[src/rtl/img_cmd_controller_pkg.sv]
// Shared command bytes, status codes and controller state encoding.
// CLEAR has no status code of its own and reports as IDLE.
package img_ctrl_pkg;

    localparam logic [7:0] CMD_IMG   = 8'hFE;
    localparam logic [7:0] CMD_CLEAR = 8'hFD;
    localparam logic [7:0] CMD_READ  = 8'hFC;

    typedef enum logic [3:0] {
        STAT_IDLE       = 4'd0,
        STAT_RX_RDY     = 4'd1,
        STAT_RX_IMG     = 4'd2,
        STAT_BNN_BUSY   = 4'd4,
        STAT_RESULT_RDY = 4'd8,
        STAT_ERROR      = 4'd14
    } status_e;

    typedef enum logic [2:0] {
        ST_IDLE,
        ST_WAIT_IMG,
        ST_IMG_RX,
        ST_BNN_BUSY,
        ST_RESULT_RDY,
        ST_CLEAR,
        ST_ERROR
    } state_e;

    function automatic status_e status_of(input state_e s);
        status_e r;
        case (s)
            ST_WAIT_IMG:   r = STAT_RX_RDY;
            ST_IMG_RX:     r = STAT_RX_IMG;
            ST_BNN_BUSY:   r = STAT_BNN_BUSY;
            ST_RESULT_RDY: r = STAT_RESULT_RDY;
            ST_ERROR:      r = STAT_ERROR;
            default:       r = STAT_IDLE;
        endcase
        return r;
    endfunction

endpackage

[src/rtl/img_cmd_controller_if.sv]
// Controller-side bundle: SPI byte receiver, reply path, image buffer and BNN handshakes.
// master = controller, slave = surrounding datapath.
interface img_cmd_controller_if #(
    parameter int ADDR_W   = 7,
    parameter int RESULT_W = 4
);
    logic [7:0]          rx_data;
    logic                rx_valid;
    logic                rx_enable;
    logic                byte_taken;
    logic [7:0]          tx_data;
    logic                tx_load;
    logic [3:0]          status_code;
    logic                clear;
    logic                buf_wr_req;
    logic                buf_wr_ready;
    logic [7:0]          buf_wr_data;
    logic [ADDR_W-1:0]   buf_wr_addr;
    logic                buf_empty;
    logic                bnn_start;
    logic                bnn_result_valid;
    logic [RESULT_W-1:0] bnn_result;

    modport master (
        input  rx_data, rx_valid, buf_wr_ready, buf_empty, bnn_result_valid, bnn_result,
        output rx_enable, byte_taken, tx_data, tx_load, status_code, clear,
               buf_wr_req, buf_wr_data, buf_wr_addr, bnn_start
    );

    modport slave (
        output rx_data, rx_valid, buf_wr_ready, buf_empty, bnn_result_valid, bnn_result,
        input  rx_enable, byte_taken, tx_data, tx_load, status_code, clear,
               buf_wr_req, buf_wr_data, buf_wr_addr, bnn_start
    );
endinterface

[src/rtl/img_cmd_controller_timeout.sv]
// Inter-byte watchdog: counts idle cycles while running, restarts on each byte, saturates at TIMEOUT_CYC.
// Only compiled when IMG_CTRL_TIMEOUT_EN is defined.
`ifdef IMG_CTRL_TIMEOUT_EN
module img_ctrl_timeout #(
    parameter int TIMEOUT_CYC = 1_000_000
) (
    input  logic clk,
    input  logic rst,
    input  logic run,
    input  logic restart,
    output logic expired
);
    localparam int CNT_W = $clog2(TIMEOUT_CYC + 1);
    localparam logic [CNT_W-1:0] LIMIT = CNT_W'(TIMEOUT_CYC);

    logic [CNT_W-1:0] cnt_q, cnt_d;

    always_comb begin
        cnt_d = cnt_q;
        if (!run || restart) begin
            cnt_d = '0;
        end else if (cnt_q != LIMIT) begin
            cnt_d = cnt_q + CNT_W'(1);
        end
    end

    always_ff @(posedge clk) begin
        if (rst) cnt_q <= '0;
        else     cnt_q <= cnt_d;
    end

    assign expired = run && (cnt_q == LIMIT);
endmodule
`endif

[src/rtl/img_cmd_controller.sv]
// SPI command FSM: image capture into a byte buffer, BNN kick-off, result readback and buffer clear.
// Writes/strobes are registered (1 cycle after the byte); a stalled write is held one deep. Timeout needs IMG_CTRL_TIMEOUT_EN.
module img_cmd_controller
    import img_ctrl_pkg::*;
#(
    parameter int IMG_BYTES   = 98,
    parameter int ADDR_W      = $clog2(IMG_BYTES),
    parameter int RESULT_W    = 4,
    parameter int TIMEOUT_CYC = 1_000_000
) (
    input logic                 clk,
    input logic                 rst,
    img_cmd_controller_if.master bus
);
    localparam logic [ADDR_W-1:0] LAST_ADDR = ADDR_W'(IMG_BYTES - 1);

    if (RESULT_W > 8 || TIMEOUT_CYC < 1) begin : g_bad_param
        $error("img_cmd_controller: RESULT_W must be <= 8 and TIMEOUT_CYC >= 1");
    end

    state_e              state_q, state_d;
    status_e             status_q, status_d;
    logic                rx_valid_q;
    logic [ADDR_W-1:0]   cnt_q, cnt_d;
    logic                pend_vld_q, pend_vld_d;
    logic [7:0]          pend_dat_q, pend_dat_d;
    logic                wr_req_q, wr_req_d;
    logic [7:0]          wr_dat_q, wr_dat_d;
    logic [ADDR_W-1:0]   wr_addr_q, wr_addr_d;
    logic                taken_q, taken_d;
    logic                tx_load_q, tx_load_d;
    logic [7:0]          tx_data_q, tx_data_d;
    logic [RESULT_W-1:0] result_q, result_d;
    logic                bnn_start_q, bnn_start_d;
    logic                new_byte, wr_go, timeout_hit;
    logic [7:0]          wr_byte;

    assign new_byte = bus.rx_valid && !rx_valid_q;

`ifdef IMG_CTRL_TIMEOUT_EN
    img_ctrl_timeout #(.TIMEOUT_CYC(TIMEOUT_CYC)) u_timeout (
        .clk     (clk),
        .rst     (rst),
        .run     (state_q == ST_WAIT_IMG || state_q == ST_IMG_RX),
        .restart (new_byte),
        .expired (timeout_hit)
    );
`else
    assign timeout_hit = 1'b0;
`endif

    always_comb begin
        state_d     = state_q;
        status_d    = status_of(state_q);
        cnt_d       = cnt_q;
        pend_vld_d  = pend_vld_q;
        pend_dat_d  = pend_dat_q;
        wr_req_d    = 1'b0;
        wr_dat_d    = wr_dat_q;
        wr_addr_d   = wr_addr_q;
        taken_d     = 1'b0;
        tx_load_d   = 1'b0;
        tx_data_d   = tx_data_q;
        result_d    = result_q;
        bnn_start_d = 1'b0;
        wr_go       = 1'b0;
        wr_byte     = bus.rx_data;

        case (state_q)
            ST_IDLE: begin
                if (new_byte) begin
                    taken_d = 1'b1;
                    if (bus.rx_data == CMD_IMG) begin
                        state_d = ST_WAIT_IMG;
                        cnt_d   = '0;
                    end else if (bus.rx_data == CMD_CLEAR) begin
                        state_d = ST_CLEAR;
                    end else begin
                        state_d = ST_ERROR;
                    end
                end
            end
            ST_WAIT_IMG, ST_IMG_RX: begin
                // 0xFD is only a command before the first image byte; afterwards it is pixel data.
                if (new_byte && state_q == ST_WAIT_IMG && bus.rx_data == CMD_CLEAR) begin
                    taken_d = 1'b1;
                    state_d = ST_CLEAR;
                end else if (new_byte && pend_vld_q) begin
                    taken_d    = 1'b1;
                    pend_vld_d = 1'b0;
                    state_d    = ST_ERROR;
                end else if (new_byte) begin
                    state_d = ST_IMG_RX;
                    if (bus.buf_wr_ready) begin
                        wr_go = 1'b1;
                    end else begin
                        pend_vld_d = 1'b1;
                        pend_dat_d = bus.rx_data;
                    end
                end else if (pend_vld_q && bus.buf_wr_ready) begin
                    wr_go      = 1'b1;
                    wr_byte    = pend_dat_q;
                    pend_vld_d = 1'b0;
                end else if (timeout_hit) begin
                    state_d = ST_ERROR;
                end
            end
            ST_BNN_BUSY: begin
                if (new_byte) taken_d = 1'b1;
                if (new_byte && bus.rx_data == CMD_CLEAR) begin
                    state_d = ST_CLEAR;
                end else if (bus.bnn_result_valid) begin
                    result_d = bus.bnn_result;
                    state_d  = ST_RESULT_RDY;
                end
            end
            ST_RESULT_RDY: begin
                if (new_byte) begin
                    taken_d = 1'b1;
                    if (bus.rx_data == CMD_READ) begin
                        tx_data_d = 8'(result_q);
                        tx_load_d = 1'b1;
                    end else if (bus.rx_data == CMD_CLEAR) begin
                        state_d = ST_CLEAR;
                    end
                end
            end
            ST_ERROR: begin
                if (new_byte) begin
                    taken_d = 1'b1;
                    if (bus.rx_data == CMD_CLEAR) state_d = ST_CLEAR;
                end
            end
            ST_CLEAR: begin
                if (bus.buf_empty) state_d = ST_IDLE;
            end
            default: state_d = ST_IDLE;
        endcase

        if (wr_go) begin
            wr_req_d  = 1'b1;
            wr_dat_d  = wr_byte;
            wr_addr_d = cnt_q;
            taken_d   = 1'b1;
            // The last address is never incremented past, so the counter cannot wrap.
            if (cnt_q == LAST_ADDR) state_d = ST_BNN_BUSY;
            else                    cnt_d   = cnt_q + ADDR_W'(1);
        end

        if (state_q == ST_BNN_BUSY && state_d != ST_CLEAR && wr_req_q && wr_addr_q == LAST_ADDR) begin
            bnn_start_d = 1'b1;
        end

        if (state_d == ST_CLEAR && state_q != ST_CLEAR) begin
            cnt_d      = '0;
            wr_addr_d  = '0;
            pend_vld_d = 1'b0;
        end
    end

    always_ff @(posedge clk) begin
        if (rst) begin
            state_q     <= ST_IDLE;
            status_q    <= STAT_IDLE;
            rx_valid_q  <= 1'b0;
            cnt_q       <= '0;
            pend_vld_q  <= 1'b0;
            pend_dat_q  <= '0;
            wr_req_q    <= 1'b0;
            wr_dat_q    <= '0;
            wr_addr_q   <= '0;
            taken_q     <= 1'b0;
            tx_load_q   <= 1'b0;
            tx_data_q   <= '0;
            result_q    <= '0;
            bnn_start_q <= 1'b0;
        end else begin
            state_q     <= state_d;
            status_q    <= status_d;
            rx_valid_q  <= bus.rx_valid;
            cnt_q       <= cnt_d;
            pend_vld_q  <= pend_vld_d;
            pend_dat_q  <= pend_dat_d;
            wr_req_q    <= wr_req_d;
            wr_dat_q    <= wr_dat_d;
            wr_addr_q   <= wr_addr_d;
            taken_q     <= taken_d;
            tx_load_q   <= tx_load_d;
            tx_data_q   <= tx_data_d;
            result_q    <= result_d;
            bnn_start_q <= bnn_start_d;
        end
    end

    assign bus.rx_enable   = (state_q != ST_CLEAR);
    assign bus.byte_taken  = taken_q;
    assign bus.tx_data     = tx_data_q;
    assign bus.tx_load     = tx_load_q;
    assign bus.status_code = status_q;
    assign bus.clear       = (state_q == ST_CLEAR);
    assign bus.buf_wr_req  = wr_req_q;
    assign bus.buf_wr_data = wr_dat_q;
    assign bus.buf_wr_addr = wr_addr_q;
    assign bus.bnn_start   = bnn_start_q;
endmodule

[src/flat_wrapper.sv]
// flat-port wrapper written by rule: the top's interface ports become plain ports
module img_cmd_controller_flat import img_ctrl_pkg::*;
#(
    parameter int IMG_BYTES   = 98,
    parameter int ADDR_W      = $clog2(IMG_BYTES),
    parameter int RESULT_W    = 4,
    parameter int TIMEOUT_CYC = 1_000_000
)
  (clk, rst, bus_rx_data, bus_rx_valid, bus_buf_wr_ready, bus_buf_empty, bus_bnn_result_valid, bus_bnn_result, bus_rx_enable, bus_byte_taken, bus_tx_data, bus_tx_load, bus_status_code, bus_clear, bus_buf_wr_req, bus_buf_wr_data, bus_buf_wr_addr, bus_bnn_start);
  img_cmd_controller_if #(.ADDR_W(ADDR_W), .RESULT_W(RESULT_W)) bus_i ();
  input logic clk;
  input logic rst;
  input wire logic [$bits(bus_i.rx_data)-1:0] bus_rx_data;
  input wire logic [$bits(bus_i.rx_valid)-1:0] bus_rx_valid;
  input wire logic [$bits(bus_i.buf_wr_ready)-1:0] bus_buf_wr_ready;
  input wire logic [$bits(bus_i.buf_empty)-1:0] bus_buf_empty;
  input wire logic [$bits(bus_i.bnn_result_valid)-1:0] bus_bnn_result_valid;
  input wire logic [$bits(bus_i.bnn_result)-1:0] bus_bnn_result;
  output wire logic [$bits(bus_i.rx_enable)-1:0] bus_rx_enable;
  output wire logic [$bits(bus_i.byte_taken)-1:0] bus_byte_taken;
  output wire logic [$bits(bus_i.tx_data)-1:0] bus_tx_data;
  output wire logic [$bits(bus_i.tx_load)-1:0] bus_tx_load;
  output wire logic [$bits(bus_i.status_code)-1:0] bus_status_code;
  output wire logic [$bits(bus_i.clear)-1:0] bus_clear;
  output wire logic [$bits(bus_i.buf_wr_req)-1:0] bus_buf_wr_req;
  output wire logic [$bits(bus_i.buf_wr_data)-1:0] bus_buf_wr_data;
  output wire logic [$bits(bus_i.buf_wr_addr)-1:0] bus_buf_wr_addr;
  output wire logic [$bits(bus_i.bnn_start)-1:0] bus_bnn_start;
  assign bus_i.rx_data = bus_rx_data;
  assign bus_i.rx_valid = bus_rx_valid;
  assign bus_i.buf_wr_ready = bus_buf_wr_ready;
  assign bus_i.buf_empty = bus_buf_empty;
  assign bus_i.bnn_result_valid = bus_bnn_result_valid;
  assign bus_i.bnn_result = bus_bnn_result;
  assign bus_rx_enable = bus_i.rx_enable;
  assign bus_byte_taken = bus_i.byte_taken;
  assign bus_tx_data = bus_i.tx_data;
  assign bus_tx_load = bus_i.tx_load;
  assign bus_status_code = bus_i.status_code;
  assign bus_clear = bus_i.clear;
  assign bus_buf_wr_req = bus_i.buf_wr_req;
  assign bus_buf_wr_data = bus_i.buf_wr_data;
  assign bus_buf_wr_addr = bus_i.buf_wr_addr;
  assign bus_bnn_start = bus_i.bnn_start;
  img_cmd_controller #(.IMG_BYTES(IMG_BYTES), .ADDR_W(ADDR_W), .RESULT_W(RESULT_W), .TIMEOUT_CYC(TIMEOUT_CYC)) u_core (.clk(clk), .rst(rst), .bus(bus_i));
endmodule
[config.mk]
export PLATFORM = sky130hd
export DESIGN_NAME = img_cmd_controller_flat
export DESIGN_NICKNAME = d
export VERILOG_FILES = /design/src/rtl/img_cmd_controller_pkg.sv /design/src/rtl/img_cmd_controller_if.sv /design/src/rtl/img_cmd_controller_timeout.sv /design/src/rtl/img_cmd_controller.sv /design/src/flat_wrapper.sv
export SDC_FILE = /design/constraint.sdc
export NUM_CORES = 1
export LEC_CHECK = 0
export ABC_CLOCK_PERIOD_IN_PS = 3500
export BUFFER_PORTS_ARGS = -buffer_cell sky130_fd_sc_hd__buf_2
export CAP_MARGIN = 0
export CORE_MARGIN = 2
export CORE_UTILIZATION = 35
export CTS_BUF_LIST = sky130_fd_sc_hd__clkbuf_16
export DETAILED_ROUTE_END_ITERATION = 10
export PLACE_DENSITY_LB_ADDON = 0.08
export SETUP_SLACK_MARGIN = 0.1
export SYNTH_ARGS = -nofsm -noshare
export SYNTH_HDL_FRONTEND = slang
export SYNTH_SLANG_ARGS = --single-unit
[constraint.sdc]
create_clock -name clk -period 3.5 [get_ports clk]
set_clock_uncertainty 0.15 [all_clocks]
set_input_delay 0.175 -clock clk [delete_from_list [all_inputs] [get_ports clk]]
set_output_delay 0.175 -clock clk [all_outputs]
set_load 0.005 [all_outputs]
# Word-level counts from Yosys, hierarchy flattened
# Cells that the tools add are included.
# word_totals
reg_bits	51
input_bits	18
out_inout_bits	33
elab_cells	102
# classes
addsub	1
n_eq_ne	15
muxes	45
n_bitwise	6
reduce_logical	21
# ops
op	count
3-bit 2-to-1 mux	14
8-bit 2-to-1 mux	5
7-bit 2-to-1 mux	5
8-bit equality test (second input constant)	3
4-bit case mux with 5 select lines	1
3-bit case mux with 6 select lines	1
1-bit 2-to-1 mux	17
7-bit equality test (second input constant)	2
3-bit equality test (second input constant)	4
1-bit logical AND	10
3-bit inequality test (second input constant)	3
7-bit by 1-bit adder with 7-bit output (second input constant)	1
3-bit by 2-bit equality test with 1-bit output (second input constant)	2
1-bit NOT	6
3-bit AND reduction	2
5-bit AND reduction	1
4-bit AND reduction	1
2-bit OR reduction	2
4-bit OR reduction	1
3-bit by 1-bit equality test with 1-bit output (second input constant)	1
3-bit zero test	1
3-bit nonzero test	1
3-bit OR reduction	1
2-bit 2-to-1 mux	1
other kinds (2)	2

# Depth between registers and ports, before layout
# logic_depth
ltp_word	13
ltp_mapped	9
mapped_depth_nobuf	8

# Worst setup path before layout
# Ideal clock, no wire load.
# synth_timing
path_type	register to register
startpoint	register u_core.rx_valid_q
endpoint	register u_core.pend_vld_q
setup_ps	133
t_arrival_ps	2230
t_required_ps	3217
path_slack_ps	987
path_stages_with_launch	9
n_path_buf	2
synth_period_minus_slack_ps	2513
cell_sequence	dfxtp_1 nor2b_1 clkbuf_2 mux2_4 or4b_1 nor4b_4 o41ai_4 buf_6 a21oi_2
# synth_between
elab_chain_cells	11
word_cells_on_any_way	29
classes_between	eq/ne (2); mux (16); bitwise (1); reduce/logical (10)
# synth_lines
item	line_no	text
from (decl)	img_cmd_controller.sv:23	logic rx_valid_q;
from (signal assigned)	img_cmd_controller.sv:180	rx_valid_q <= bus.rx_valid;
1-bit zero test *	img_cmd_controller.sv:38	assign new_byte = bus.rx_valid && !rx_valid_q;
1-bit logical AND *	img_cmd_controller.sv:38	
3-bit 2-to-1 mux, or another cell as far along	img_cmd_controller.sv:92	end else if (new_byte) begin
3-bit 2-to-1 mux or 1-bit logical AND (tied branches)	img_cmd_controller.sv:88, img_cmd_controller.sv:85	
3-bit 2-to-1 mux	img_cmd_controller.sv:85	if (new_byte && state_q == ST_WAIT_IMG && bus.rx_data == CMD_CLEAR) begin
3-bit case mux with 6 select lines	img_cmd_controller.sv:69	case (state_q)
3-bit 2-to-1 mux	img_cmd_controller.sv:146	if (cnt_q == LAST_ADDR) state_d = ST_BNN_BUSY;
3-bit 2-to-1 mux	img_cmd_controller.sv:140	if (wr_go) begin
3-bit equality test	img_cmd_controller.sv:154	if (state_d == ST_CLEAR && state_q != ST_CLEAR) begin
1-bit logical AND	img_cmd_controller.sv:154	
2-bit OR reduction (no line)	--	
to (signal assigned)	img_cmd_controller.sv:182	pend_vld_q <= pend_vld_d;
to (decl)	img_cmd_controller.sv:25	logic pend_vld_q, pend_vld_d;
# Mark *: on every way between the ends. The rest lies on a longest branch, timed or not.
# A chain may end at the register's enable or synchronous reset.

# Worst setup path after layout
# layout_timing
startpoint	input port bus_rx_valid
endpoint	register u_core.cnt_q[2]
# layout_between
elab_chain_cells	10
word_cells_on_any_way	26
classes_between	eq/ne (1); mux (18); reduce/logical (7)
# layout_lines
item	line_no	text
from (decl)	flat_wrapper.sv:14	input wire logic [$bits(bus_i.rx_valid)-1:0] bus_rx_valid;
1-bit logical AND *	img_cmd_controller.sv:38	
3-bit 2-to-1 mux, or another cell as far along	img_cmd_controller.sv:92	
3-bit 2-to-1 mux or 1-bit logical AND (tied branches)	img_cmd_controller.sv:88, img_cmd_controller.sv:85	
3-bit 2-to-1 mux	img_cmd_controller.sv:85	
3-bit case mux with 6 select lines	img_cmd_controller.sv:69	
3-bit 2-to-1 mux	img_cmd_controller.sv:146	
3-bit 2-to-1 mux	img_cmd_controller.sv:140	
3-bit equality test	img_cmd_controller.sv:154	
1-bit logical AND	img_cmd_controller.sv:154	
2-bit OR reduction (no line)	--	
to (signal assigned)	img_cmd_controller.sv:181	cnt_q <= cnt_d;
to (decl)	img_cmd_controller.sv:24	logic [ADDR_W-1:0] cnt_q, cnt_d;
# Marks and branches as above.

==> out/qor.yml <==
critical_path:
  critPathRequiredTime_ns: 3.52
  timing.rr.end: "u_core.cnt_q[2]"
  critPathMaxFanout: 15
  r2r_start: "u_core.state_q[0]"
  path_class: "in2reg"
  cp-startpoint: "bus_rx_valid"
  r2r_cells: 7
  r2r_slack_ns: 0.65
  crit_path_max_incr_delay_ns: 0.54
  crit_chain: "dlygate4sd3_1, buf_2, nor2b_1, mux2_4, or4b_1, nor4b_4, o41ai_4, buf_4, nor3b_1"
  crit_path_end_kind: "flop"
  startpoint_type: "input port"
  cpMaxStageDelayCell: "or4b_1"
  worstPathArrival_ns: 3.07
global_route:
  grt_use_total_pct: 15.76
  antenna_found_initial: 0
  gr-total-overflow: 0
  grt_max_degree: 35
  grt_pass1_vias: 1909
  grt_pass1_wl_um: 9363
floorplan:
  rows: 30
  die_area_um2: 7569
  num_io_pins: 51
  dieHeight_um: 87
  die_w_um: 87
  coreArea_um2: 6719
  start_util_pct: 35.88
timing:
  finalSetupTns_ns: 0
  worst_slew_pin_slew_ns: 0.8856
  relSlewSlack_pct: 40.64
  rsz0062_at_grt: "no"
  slew_viol_final: 0
  final-setup-viol-count: 0
  fin_ws_ns: 0.4502
  final.min_clock_period_ns: 3.050
  fmax_ghz: 0.3279
  hold_ws_ns: 0.02041
  final.period_utilization_pct: 87.14
  finalHoldViolCount: 0
synthesis:
  synth_area_leader_cell: "dfxtp_1"
  synth_edf_count: 0
  synthDistinctLibCells: 50
  synth_ff_type: "dfxtp_1"
  avgSynthCellArea_um2: 9.064
  yosysWarnings: 0
  syn_inst: 266
  yosys-top-cells-area: "dfxtp_1 (42%), mux2i_1 (9.5%), nor2_1 (6.5%), nand2_1 (3.7%), a21oi_2 (2.5%)"
  seq_area_frac_synth_pct: 42.35
  syn_area_um2: 2411
  synthTopCellsByCount: "dfxtp_1 (51), nor2_1 (42), nand2_1 (24), mux2i_1 (23), clkbuf_1 (10)"
  yosysMostFrequentCell: "dfxtp_1"
  yosysTopAreaCellShare_pct: 42.35
  ys_seq_elements: 51
  synthArstFlopShare_pct: 0
layout:
  diodes: 0
  syn2layout_area_growth_pct: 19.36
  drive_above_1_share_pct: 24.84
  fin_nets: 333
  finalNonFillerCells: 394
clocking:
  clk_path_buf_depth: 2
  cts_sinks: 51
  clk_latency_ns: 0.29
  clock-root-buffer: "clkbuf_16"
  cts_resized: 0
  cts_buffers: 5
  clk_pin_slew_ns: 0.06
  cts_tree: "done"
  htreeDepth: 2
place:
  portBuffers: 46
  dp.cells: 381
  place_ws_ns: 0.6888
  routabilityCongestion: 0.7868
  hpwl_um: 3998
detailed_routing:
  vias_per_cell: 5.109
  first_iter_violations: 78
  wire_per_inst_um: 14.21
  detail-route-antenna-nets: 0
  totalWireLength_um: 5599
  drc: 0
  vias: 2013
  dr.pass1.iters: 4
outcome:
  status: "complete, no violations"
flow_run:
  drv_cap: 0
min_path:
  hold_path_class: "in2reg"
  min_to: "u_core.pend_dat_q[6]"
  holdPathStages: 3
  min_from: "bus_rx_data[6]"
pwr:
  leakage_nw: 1.148
  power_mw: 1.192
  peakVddDrop_v: 0.0001808
  p_per_area_nw_per_um2: 414.2
-- per-layer routing --
| metal | vias to the layer above | track usage (%) | wire length [µm] |
|---|---|---|---|
| li1 | 1027 | - | - |
| met1 | 930 | 21.37 | 2729 |
| met2 | 51 | 24.43 | 2514 |
| met3 | 5 | 3.223 | 282 |
| met4 | 0 | 6.392 | 73 |
| met5 | - | 0 | 0 |
-- final cells by class --
cell class                 count  area [µm²]
sequential                    51        1021
timing repair buffer          55       310.3
fill                         681        3841
inverter                       6       22.52
clock inverter                 3       15.01
clock buffer                   5       125.1
tap                           80       100.1
multi-input combinational    194        1284
-- where the power goes --
part | internal (mW) | leakage, nW | switching, mW
logic | 0.0477 | 0.671 | 0.0667
clock network | 0.260 | 0.0649 | 0.211
registers | 0.593 | 0.412 | 0.0132
-- worst max-delay path by stage --
stage               depth (start not counted)  slack, ns           endpoint
floorplan                                   8       0.99  u_core.pend_vld_q
finish                                      9       0.45    u_core.cnt_q[2]
global route                                9       0.29    u_core.cnt_q[6]
detailed placement                          7       0.69    u_core.cnt_q[6]
CTS                                         9       0.44    u_core.cnt_q[2]
global placement                            8       0.70    u_core.cnt_q[2]
-- stage by stage --
step | cell area, µm² | util, %
after floorplan | 2422 | -
after global placement | 2688 | 40.00
after detailed placement | 2688 | 40.00
after CTS | 2878 | 42.83
after global routing | 2878 | 42.83
final | 2878 | 42.83
-- layout by cell type, fill, tap and decap left out, types with 4 or more instances in the layout --
cell type	instances
nand2_1	24
nor3_1	5
conb_1	4
dfxtp_1	51
a21oi_1	8
a211oi_1	8
a21oi_2	7
clkbuf_16	5
mux2i_1	23
or3_1	4
buf_4	4
nor2_1	42
nand4b_1	4
nand2b_1	7
nor4_1	4
nand3_1	4
inv_1	6
nand4_1	6
buf_2	46
dlygate4sd3_1	5
-- sequential cells by signal, summed over array words and instances, names as in the netlist, 3 cells and up --
register and cells:
u_core.bus.buf_wr_addr 7, u_core.result_q 4, u_core.bus.buf_wr_data 8, u_core.state_q 3
u_core.bus.status_code 4, u_core.cnt_q 7, u_core.bus.tx_data 4, u_core.pend_dat_q 8
-- critical path: cells and delay by family --
kind | cells | cell delay, ns
compound gates | 1 | 0.33
buf+inv | 3 | 0.93
mux | 1 | 0.37
simple gates | 4 | 1.27
-- kinds of logic (layout without fill, tap and decap cells) --
kind of cell               after synthesis  count (layout)  share of synthesized area (%)
and+or+nand+nor                        122             122                          27.04
AOI/OAI and AO/OA                       37              37                          12.04
adders and majority gates                2               2                          1.038
xor gates and xnor gates                 2               2                         0.7267
DFF                                     51              51                          42.35
muxes                                   27              27                          11.57
buffers and inverters                   24              69                          5.085
other                                    1               4                         0.1555
-- timing repair --
item / CTS / global route
hold endpoints to repair: 5 / 0
setup buffers: 0 / 0
hold buffers: 5 / 0
(Power assumes the default switching activity.)
